**src/rtl/serial_alu_sequencer.sv**
```systemverilog
// Bit-serial ALU sequencer: AND / OR / ADD (B optionally inverted) over WIDTH cycles, LSB first, through a 1-bit slice.
// Latency: a request accepted at edge T first shows out_valid after edge T+WIDTH. Best-case throughput is one op per WIDTH+2 cycles.
// Backpressure: in_ready is high only in IDLE. The result holds in DONE until out_ready is seen; no new request is taken meanwhile.
//
// Ports:
//   clk, rst_n                 clock and synchronous active-low reset
//   in_valid/in_ready          request handshake; in_a, in_b, in_select, in_invertb, in_cin carry the request
//   out_valid/out_ready        result handshake; out_result, out_cout, out_ovf, out_zero carry the result
module serial_alu_sequencer #(
    parameter int WIDTH = 8
) (
    input  logic             clk,
    input  logic             rst_n,
    input  logic             in_valid,
    output logic             in_ready,
    input  logic [WIDTH-1:0] in_a,
    input  logic [WIDTH-1:0] in_b,
    input  logic [1:0]       in_select,
    input  logic             in_invertb,
    input  logic             in_cin,
    output logic             out_valid,
    input  logic             out_ready,
    output logic [WIDTH-1:0] out_result,
    output logic             out_cout,
    output logic             out_ovf,
    output logic             out_zero
);

    localparam int CW = $clog2(WIDTH);
    localparam logic [CW-1:0] LAST = CW'(WIDTH - 1);

    typedef enum logic [1:0] {
        IDLE = 2'd0,
        RUN  = 2'd1,
        DONE = 2'd2
    } state_t;

    state_t            state;
    logic [WIDTH-1:0]  a_sh;
    logic [WIDTH-1:0]  b_sh;
    logic [WIDTH-1:0]  r_sh;
    logic [1:0]        sel;
    logic              inv;
    logic              carry;
    logic [CW-1:0]     cnt;

    // 1-bit slice: operates on the current LSBs of the operand shift registers.
    logic              bt;
    logic              rbit;
    logic              carry_next;
    logic [WIDTH-1:0]  res_next;

    always_comb begin
        bt         = b_sh[0] ^ (sel[1] & inv);
        rbit       = 1'b0;
        carry_next = 1'b0;
        case (sel)
            2'b00: rbit = a_sh[0] & b_sh[0];
            2'b01: rbit = a_sh[0] | b_sh[0];
            default: begin
                rbit       = a_sh[0] ^ bt ^ carry;
                carry_next = (a_sh[0] & bt) | (a_sh[0] & carry) | (bt & carry);
            end
        endcase
        // Shifting in from the MSB puts bit i at result[i] after WIDTH steps.
        res_next = {rbit, r_sh[WIDTH-1:1]};
    end

    always_ff @(posedge clk) begin
        if (!rst_n) begin
            state      <= IDLE;
            in_ready   <= 1'b1;
            out_valid  <= 1'b0;
            out_result <= '0;
            out_cout   <= 1'b0;
            out_ovf    <= 1'b0;
            out_zero   <= 1'b0;
            a_sh       <= '0;
            b_sh       <= '0;
            r_sh       <= '0;
            sel        <= 2'b00;
            inv        <= 1'b0;
            carry      <= 1'b0;
            cnt        <= '0;
        end else begin
            case (state)
                IDLE: begin
                    if (in_valid) begin
                        a_sh     <= in_a;
                        b_sh     <= in_b;
                        sel      <= in_select;
                        inv      <= in_invertb;
                        carry    <= in_select[1] & in_cin;
                        cnt      <= '0;
                        in_ready <= 1'b0;
                        state    <= RUN;
                    end
                end
                RUN: begin
                    a_sh  <= a_sh >> 1;
                    b_sh  <= b_sh >> 1;
                    r_sh  <= res_next;
                    carry <= carry_next;
                    if (cnt == LAST) begin
                        // carry still holds the carry into the MSB here, so
                        // overflow is carry-in(MSB) XOR carry-out(MSB).
                        out_result <= res_next;
                        out_zero   <= (res_next == '0);
                        out_cout   <= carry_next;
                        out_ovf    <= sel[1] & (carry ^ carry_next);
                        out_valid  <= 1'b1;
                        cnt        <= '0;
                        state      <= DONE;
                    end else begin
                        cnt <= cnt + CW'(1);
                    end
                end
                DONE: begin
                    if (out_ready) begin
                        out_valid <= 1'b0;
                        in_ready  <= 1'b1;
                        state     <= IDLE;
                    end
                end
                default: begin
                    state     <= IDLE;
                    in_ready  <= 1'b1;
                    out_valid <= 1'b0;
                end
            endcase
        end
    end

endmodule

```
**config.mk**
```make
export PLATFORM = sky130hd
export DESIGN_NAME = serial_alu_sequencer
export DESIGN_NICKNAME = d
export VERILOG_FILES = /design/src/rtl/serial_alu_sequencer.sv
export SDC_FILE = /design/constraint.sdc
export NUM_CORES = 1
export LEC_CHECK = 0
export BUFFER_PORTS_ARGS = -buffer_cell sky130_fd_sc_hd__buf_2
export CORE_UTILIZATION = 53
export CTS_CLUSTER_DIAMETER = 40
export DETAILED_ROUTE_END_ITERATION = 8
export GPL_TIMING_DRIVEN = 1
export PLACE_DENSITY = 0.76
export SLEW_MARGIN = 20
export SYNTH_ARGS = -nofsm -noshare
export SYNTH_HDL_FRONTEND = slang
export SYNTH_SLANG_ARGS = --single-unit
```
**constraint.sdc**
```tcl
create_clock -name clk -period 1.71 [get_ports clk]
set_input_delay 0.4275 -clock clk [delete_from_list [all_inputs] [get_ports clk]]
set_output_delay 0.4275 -clock clk [all_outputs]
set_load 0.01 [all_outputs]
```
==> results of run 1 <==
cells by family (layout without fill, tap and decap cells):
group,count (synthesis),count (layout),synth area share
XOR/XNOR,2,2,0.00937
AO/OA/AOI/OAI,52,52,0.183
adder cells (fa/ha/maj),4,4,0.0294
multiplexers,1,1,0.00535
buffers and inverters,16,51,0.0535
flip-flops,45,45,0.482
AND/OR/NAND/NOR,104,104,0.237
repair_timing:
item,4_1_cts,5_1_grt
gates resized for setup,0,1
hold buffers,0,0
endpoints found under the setup margin,0,3
endpoints found under the hold margin,0,0
flip-flops by register name, summed over array words and instances, names as in the netlist:
name and count:
out_cout 1, a_sh 8, in_ready 1, cnt 3, out_valid 1, state 2
carry 1, inv 1, r_sh 7, b_sh 8, out_zero 1, out_result 8
sel 2, out_ovf 1
metrics by stage:
stage	area (um2)	utilization	hold WS (ps)	cells	power [uW]
finish	2140	0.637	314	305	1920
global route	2140	0.637	295	305	2010
CTS	2140	0.636	304	305	1930
detailed placement	2070	0.615	444	297	1380
global placement	2070	0.615	443	297	1370
floorplan	1870	-	437	224	1310
routing by layer:
layer | GRT usage | wire length [um] | vias to the layer above
met5 | 0 | 0 | -
met4 | 0.0762 | 48 | 0
met3 | 0.0588 | 162 | 7
met2 | 0.354 | 1710 | 31
met1 | 0.286 | 1790 | 743
li1 | - | - | 835
path summary, 6_finish.rpt:
path                       from            end  slack, ps  depth (start not counted)
hold reg to reg   out_result[5]  out_result[5]        460                          2
setup / recovery         sel[1]  out_result[7]        110                          5
setup reg to reg         sel[1]  out_result[7]        110                          5
hold / removal     in_select[0]         sel[0]        310                          3
power by group through the flow:
| stage | clock network [uW] | registers [uW] | logic (uW) |
|---|---|---|---|
| final | 560 | 1130 | 225 |
| after global routing | 611 | 1140 | 254 |
| after CTS | 571 | 1130 | 222 |
| after detailed placement | 0 | 1160 | 220 |
| after global placement | 0 | 1160 | 219 |
| after floorplan | 0 | 1150 | 165 |
worst min-delay path, delay by kind of cell:
family / cells / cell delay, ps
compound gates: 1 / 50
buf+inv: 1 / 100
simple gates: 1 / 50
Yosys cell counts (2+ instances only):
cell,instances,area share
nand2_1,67,0.13
dfxtp_1,45,0.48
a21oi_1,26,0.070
nor2_1,21,0.042
a311oi_1,14,0.066
buf_4,8,0.032
clkbuf_1,4,0.0080
a22oi_1,3,0.012
nand3_1,3,0.0080
o21ai_0,3,0.0080
buf_2,2,0.0054
ha_1,2,0.013
nand2b_1,2,0.0067
cell type report:
class | count | area share
sequential | 45 | 0.421
multi-input combinational | 163 | 0.407
timing repair buffer | 42 | 0.111
clock buffer | 7 | 0.0304
tap | 46 | 0.0269
clock inverter | 1 | 0.00234
inverter | 1 | 0.00175
cell usage in the layout (no fill, tap or decap), drive strengths merged:
| cell | count |
|---|---|
| or2b | 1 |
| nor4b | 1 |
| ha | 2 |
| maj3 | 1 |
| and3 | 1 |
| a32o | 1 |
| o21bai | 1 |
| nand3 | 3 |
| buf | 42 |
| nand2 | 67 |
| a211oi | 1 |
| nor3b | 1 |
| clkbuf | 7 |
| xnor2 | 1 |
| mux2i | 1 |
| inv | 1 |
| a311oi | 14 |
| xor2 | 1 |
| nor2 | 21 |
| a32oi | 1 |
| and3b | 1 |
| clkinv | 1 |
| dfxtp | 45 |
| and2 | 1 |
| o21ai | 3 |
| nor4 | 1 |
| a2bb2oi | 1 |
| fa | 1 |
| or3b | 1 |
| a21oi | 26 |
| nor3 | 1 |
| a22oi | 3 |
| nand2b | 2 |
| nand3b | 1 |
| nor2b | 1 |
| o21ba | 1 |
==> results.tsv, run 1 <==
metric	value	unit
cts-buffers-inserted	5	
rsz_0062_raised_after_global_routing	no	
route.detailed.drc	0	
timing.final.setup_violations	0	
finalHoldViolCount	0	
maxCapViolCount	0	
drt_first_pass_iters	4	
num_io_pins	37	
ant_nets	0	
die_width	61.4	um
clock_insertion_delay_worst_skew	350	ps
layout_worst_path_cycle_share	0.934	
vdd.ir_drop.worst	0.568	mV
power_report.internal_total	1430	uW
h-tree-depth	2	
totalNegativeSetupSlack	0	ps
number_of_nets_at_the_end_of_the_flow	285	
grt_max_degree	29	
power_switching_share	0.253	
synth_async_sr_flop_share	0	
comb_power_share	0.117	
vias	1616	
core_area	0.00336	mm2
max_freq	626	MHz
root_buffer	clkbuf_4	
dp_hpwl	2.54	mm
critical_path.n_buffers_inverters	0	
avg_cell_area_syn	8.35	um2
postCtsSetupBuffers	0	
first_global_vias	1400	
maxSlewHeadroom	0.713	
p_per_area	896	mW/mm2
avgViaCountPerCell	5.30	
power.share.sequential	0.590	
cp-end-kind	flip-flop	
yosys_most_used_dff	dfxtp_1	
post_synth_inst_count	224	
layout-drive-gt1-share	0.208	
synth.yosys.warnings	0	
setup_ws	113	ps
syn-num-nets	251	
avgRoutedWirePerCell	12.2	um
yosys_register_bits	45	
multi_input_area	872	um2
wire_length_of_the_first_global_routing_pass	6.01	mm
number_of_antenna_violations_at_the_first_check_in_global_routing	0	
hold_path_class	in -> reg	
synth-seq-area-share	0.482	
power_switching	486	uW
clkPwrFrac	0.292	
synthesis.area	0.00187	mm2
static-leakage-power	0.000890	uW
clock-sinks	45	
critical_path.startpoint_type	flip-flop	
tritoncts	built	
pre_cts_ws	127	ps
synth-edff-count	0	
clock-skew-final	2.82	ps
area_growth	14.6	%
seq_area	901	um2
synth.lib_cells_used.distinct	37	
worst_slew_pin_slew	429	ps
crit_family	adder cells	
max_stage_delay	450	ps
critical_path_class	reg -> reg	
io_buffer_count	36	
num_antenna_cells	0	
floorplan.die.height	61.4	um
globalplace.congestion	0.832	
grt_remaining_overflow	0	
floorplan.die_area	0.00377	mm2
report.final.slew_viol_count	0	
core.rowCount	21	
clock_input_transition_at_the_sequential_cells_of_the_worst_setup_and_hold_paths	120	ps
arrival	1830	ps
worstPathCellList	nand2_1 -> xnor2_1 -> fa_1 -> mux2i_2 -> a21oi_1	
initial_utilization	0.556	
worst_path_max_delay_cell	fa_1	
timing.critical_path.fanout_max	5	
fin_crit	1600	ps
gr-usage-all-layers	0.219	
longest_clk_path_bufs	2	
final_routed_wirelength_across_all_metal_layers	3.71	mm
status	finished, final reports clean	
num-fill-cells	336	
first_iter_violations	136	
crit_required	1950	ps
Power figures use the tool's default switching activity.
==> inputs of run 2 (changes only) <==
--- a/config.mk
+++ b/config.mk
@@ -10,7 +10,7 @@
 export CTS_CLUSTER_DIAMETER = 40
 export DETAILED_ROUTE_END_ITERATION = 8
 export GPL_TIMING_DRIVEN = 1
-export PLACE_DENSITY = 0.76
+export PLACE_DENSITY = 0.77
 export SLEW_MARGIN = 20
 export SYNTH_ARGS = -nofsm -noshare
 export SYNTH_HDL_FRONTEND = slang
==> run 2 against run 1 <==
  * Clock power fell by 3%
  * Die area did not move
  * Count of clock-buffer cells in the layout fell by 1
  * Worst setup slack got worse by 32 ps
  * Sequential share of layout area fell by 0.29 points
  * Global-route usage rose by 0.59 points
  * Critical path type unchanged
  * Largest power group unchanged
  * Highest routed layer unchanged
==> results.tsv, run 2 (synthesis gave the netlist of run 1 again) <==
metric	value	unit
core_area	0.00336	mm2
mostFrequentLayoutCell	nand2_1	
crit_required	2020	ps
avgRoutedWirePerCell	13.0	um
longest_clk_path_bufs	2	
commonest_non_fill_non_tap_cells_in_the_layout	nand2_1, dfxtp_1, buf_2, a21oi_1, nor2_1	
cts_resized	0	
finalHoldViolCount	0	
postCtsSetupBuffers	0	
clock_insertion_delay_worst_skew	360	ps
avgViaCountPerCell	5.33	
timing.final.setup_violations	0	
route.detailed.drc	0	
fin_crit	1630	ps
report.final.slew_viol_count	0	
cts_hold_repair.buffers	0	
dp_hpwl	2.75	mm
layout-drive-gt1-share	0.218	
root_buffer	clkbuf_4	
static-leakage-power	0.000901	uW
grt_max_degree	31	
vdd.ir_drop.worst	0.492	mV
tritoncts	built	
num_antenna_cells	0	
arrival	1940	ps
final_routed_wirelength_across_all_metal_layers	3.99	mm
globalplace.congestion	0.855	
first_iter_violations	111	
floorplan.die.height	61.4	um
clock_input_transition_at_the_sequential_cells_of_the_worst_setup_and_hold_paths	130	ps
first_global_vias	1325	
number_of_antenna_violations_at_the_first_check_in_global_routing	0	
layout_worst_path_cycle_share	0.952	
totalNegativeSetupSlack	0	ps
max_stage_delay	450	ps
critical_path.n_buffers_inverters	0	
rsz_0062_raised_after_global_routing	no	
most_crowded_layer_gr	met2	
cts-buffers-inserted	5	
met3_usage	0.0567	
largest_registers	a_sh (8), b_sh (8), out_result (8)	
worst_slew_pin_slew	501	ps
num_io_pins	37	
initial_utilization	0.556	
status	finished, final reports clean	
gr-usage-all-layers	0.225	
hold_path_class	in -> reg	
worstPathCellList	nand2_1 -> xnor2_1 -> fa_1 -> mux2i_1 -> a32o_1	
utilization	0.641	
vias	1641	
maxSlewHeadroom	0.665	
clock-sinks	45	
num-fill-cells	308	
number_of_nets_at_the_end_of_the_flow	288	
io_buffer_count	36	
use_met1	0.300	
p_per_area	884	mW/mm2
clock-skew-final	5.50	ps
floorplan.die_area	0.00377	mm2
grt_remaining_overflow	0	
die_width	61.4	um
worst_path_max_delay_cell	fa_1	
core.rowCount	21	
cp-end-kind	flip-flop	
wire_length_of_the_first_global_routing_pass	6.04	mm
ant_nets	0	
area_growth	15.4	%
timing.critical_path.fanout_max	5	
drt_first_pass_iters	4	
maxCapViolCount	0	
critical_path_class	reg -> reg	
p_total	1910	uW
critical_path.startpoint_type	flip-flop	
max_freq	614	MHz
crit_family	adder cells	
grt_util_met2	0.351	
h-tree-depth	2	
==> run 2: cell count changes in the layout (fill, tap and decap cells not counted), sizes merged <==
cell	before	now
buf	42	45
clkinv	1	2
clkbuf	7	6
==> run 2: power breakdown <==
part           leakage [uW]  internal [uW]  switching (uW)
logic              0.000495            100             128
clock network     0.0000382            201             342
registers          0.000368           1100            36.9
==> run 2: path summary, 6_finish.rpt <==
path / start / to / slack (ps) / depth (start not counted)
setup / recovery: sel[1] / out_zero / 80 / 5
hold / removal: in_select[0] / sel[0] / 290 / 3
setup reg to reg: sel[1] / out_zero / 80 / 5
hold reg to reg: out_result[1] / out_result[1] / 460 / 2
==> run 2: layout make-up <==
| cell class | count | area, um2 | area share |
|---|---|---|---|
| Inverter | 1 | 3.75 | 0.00174 |
| Multi-Input combinational cell | 163 | 870 | 0.403 |
| Tap cell | 46 | 57.6 | 0.0267 |
| Clock inverter | 2 | 13.8 | 0.00638 |
| Timing Repair Buffer | 45 | 260 | 0.121 |
| Sequential cell | 45 | 901 | 0.418 |
| Clock buffer | 6 | 51.3 | 0.0238 |
==> run 2: worst min-delay path, delay by kind of cell <==
family	cells	cell delay, ps
AND/OR/NAND/NOR	1	40
AO/OA/AOI/OAI	1	50
buffers and inverters	1	90
==> run 2: layer usage <==
layer	wire, um	up-vias	share of wire
li1	-	843	-
met1	1970	766	0.49
met2	1820	26	0.46
met3	140	6	0.035
met4	68	0	0.017
met5	0	-	0
==> run 2: per-stage QoR <==
stage / hold slack, ps / instances / cell area, um2 / setup slack, ps
2_1_floorplan: 437 / 224 / 1870 / 242
3_3_place_gp: 442 / 300 / 2090 / 182
3_5_place_dp: 447 / 300 / 2090 / 124
4_1_cts: 277 / 308 / 2160 / 89.9
5_1_grt: 281 / 308 / 2160 / 41.2
6_report: 292 / 308 / 2160 / 81.7
==> inputs of run 3 (changes only) <==
==> constraint.sdc (replaced) <==
create_clock -name clk -period 1.6 [get_ports clk]
set_input_delay 0.4 -clock clk [delete_from_list [all_inputs] [get_ports clk]]
set_output_delay 0.4 -clock clk [all_outputs]
set_load 0.01 [all_outputs]
==> run 3 against run 2 <==
  * Final cell count grew 0.32%
  * First-iteration DRC count grew 19%
  * Global-route usage fell by 0.51 points
  * Sequential cell count did not move
  * Sequential power rose by 7%
  * Power increased by 21%
  * Combinational power up 13%
  * Die area is the same
  * Wire length down 4.3%
  * Core utilization up 1.8 points
  * Critical endpoint unchanged
  * Largest power group unchanged
  * Highest routed layer unchanged
==> results.tsv, run 3 (synthesis gave the netlist of run 1 again) <==
metric	value	unit
tritoncts	built	
root_buffer	clkbuf_4	
p_per_area	1040	mW/mm2
first_iter_violations	132	
drt_first_pass_iters	4	
globalplace.congestion	0.806	
status	finished, final reports clean	
first_global_vias	1358	
utilization	0.660	
routed-wl-met2	1.79	mm
totalNegativeSetupSlack	0	ps
report.final.slew_viol_count	0	
num_io_pins	37	
layout-drive-gt1-share	0.224	
h-tree-depth	2	
ant_nets	0	
fin_crit	1480	ps
static-leakage-power	0.000929	uW
power_switching_share	0.232	
die_width	61.4	um
floorplan.die_area	0.00377	mm2
rsz_0062_raised_after_global_routing	no	
wire_length_of_the_first_global_routing_pass	5.93	mm
num_antenna_cells	0	
final_routed_wirelength_across_all_metal_layers	3.82	mm
grt_max_degree	42	
worstRegToRegCells	5	
critical_path_class	reg -> reg	
vdd.ir_drop.worst	0.524	mV
initial_utilization	0.556	
floorplan.die.height	61.4	um
p_total	2300	uW
max_freq	677	MHz
commonest_non_fill_non_tap_cells_in_the_layout	nand2_1, dfxtp_1, buf_2, a21oi_1, nor2_1	
longest_clk_path_bufs	2	
cp-end-kind	flip-flop	
grt_remaining_overflow	0	
clock-sinks	45	
clock-skew-final	11.8	ps
core.rowCount	21	
met3_wirelength	174	um
power.share.sequential	0.523	
num-fill-cells	319	
avgRoutedWirePerCell	12.4	um
dr.max_layer_used	met4	
clock_insertion_delay_worst_skew	360	ps
setup_ws	123	ps
mostFrequentLayoutCell	nand2_1	
largest_registers	a_sh (8), b_sh (8), out_result (8)	
worst_slew_pin_slew	393	ps
io_buffer_count	36	
power_report.internal_total	1770	uW
power_switching	535	uW
area_growth	18.7	%
hold_path_class	in -> reg	
clock_input_transition_at_the_sequential_cells_of_the_worst_setup_and_hold_paths	130	ps
timing.critical_path.fanout_max	8	
critical_path.startpoint_type	flip-flop	
postCtsSetupBuffers	0	
timing.final.setup_violations	0	
met1Wirelength	1.79	mm
hold_depth	2	
cts-buffers-inserted	5	
gr-usage-all-layers	0.220	
vias	1638	
pre_cts_ws	110	ps
crit_required	1870	ps
maxSlewHeadroom	0.737	
avgViaCountPerCell	5.30	
layout_worst_path_cycle_share	0.923	
number_of_nets_at_the_end_of_the_flow	289	
dp_hpwl	2.58	mm
number_of_antenna_violations_at_the_first_check_in_global_routing	0	
finalHoldViolCount	0	
comb_power_share	0.111	
clkPwrFrac	0.366	
route.detailed.drc	0	
arrival	1750	ps
maxCapViolCount	0	
core_area	0.00336	mm2
run 3: path summary, 6_finish.rpt:
| path | start | to | slack [ps] |
|---|---|---|---|
| setup / recovery | cnt[0] | out_zero | 120 |
| hold / removal | rst_n | in_ready | 280 |
| setup reg to reg | cnt[0] | out_zero | 120 |
| hold reg to reg | out_result[5] | out_result[5] | 460 |
run 3: routing by layer:
layer,vias to the layer above,track usage
met1,752,0.279
met3,7,0.0504
met2,34,0.356
met5,-,0
li1,845,-
met4,0,0.105
run 3: critical path, stage by stage, from the launching register on:
cell and delay, ps:
dfxtp_1 350, ha_1 200, ha_1 220, and3b_2 280, and3_1 160, a32o_1 190
run 3: cell type report:
| type | count | area (um2) | share of cell area |
|---|---|---|---|
| Clock buffer | 5 | 37.5 | 0.0169 |
| Clock inverter | 3 | 65.1 | 0.0293 |
| Inverter | 1 | 3.75 | 0.00169 |
| Multi-Input combinational cell | 163 | 873 | 0.394 |
| Sequential cell | 45 | 901 | 0.406 |
| Tap cell | 46 | 57.6 | 0.0259 |
| Timing Repair Buffer | 46 | 280 | 0.126 |
run 3: per-stage QoR:
step / instances / hold WS, ps / instance area (um2)
floorplan: 224 / 437 / 1870
global placement: 301 / 442 / 2110
detailed placement: 301 / 446 / 2110
CTS: 309 / 269 / 2210
global route: 309 / 275 / 2220
finish: 309 / 283 / 2220
run 3: power groups by stage:
stage / clock (uW) / combinational [uW] / sequential [uW]
finish: 843 / 257 / 1210
global route: 912 / 285 / 1210
CTS: 857 / 254 / 1210
detailed placement: 0 / 251 / 1230
global placement: 0 / 248 / 1230
floorplan: 0 / 176 / 1220
run 3: what timing repair did:
item,in CTS,in global routing
gates resized for setup,0,2
setup endpoints to repair,0,5
hold buffers,0,0
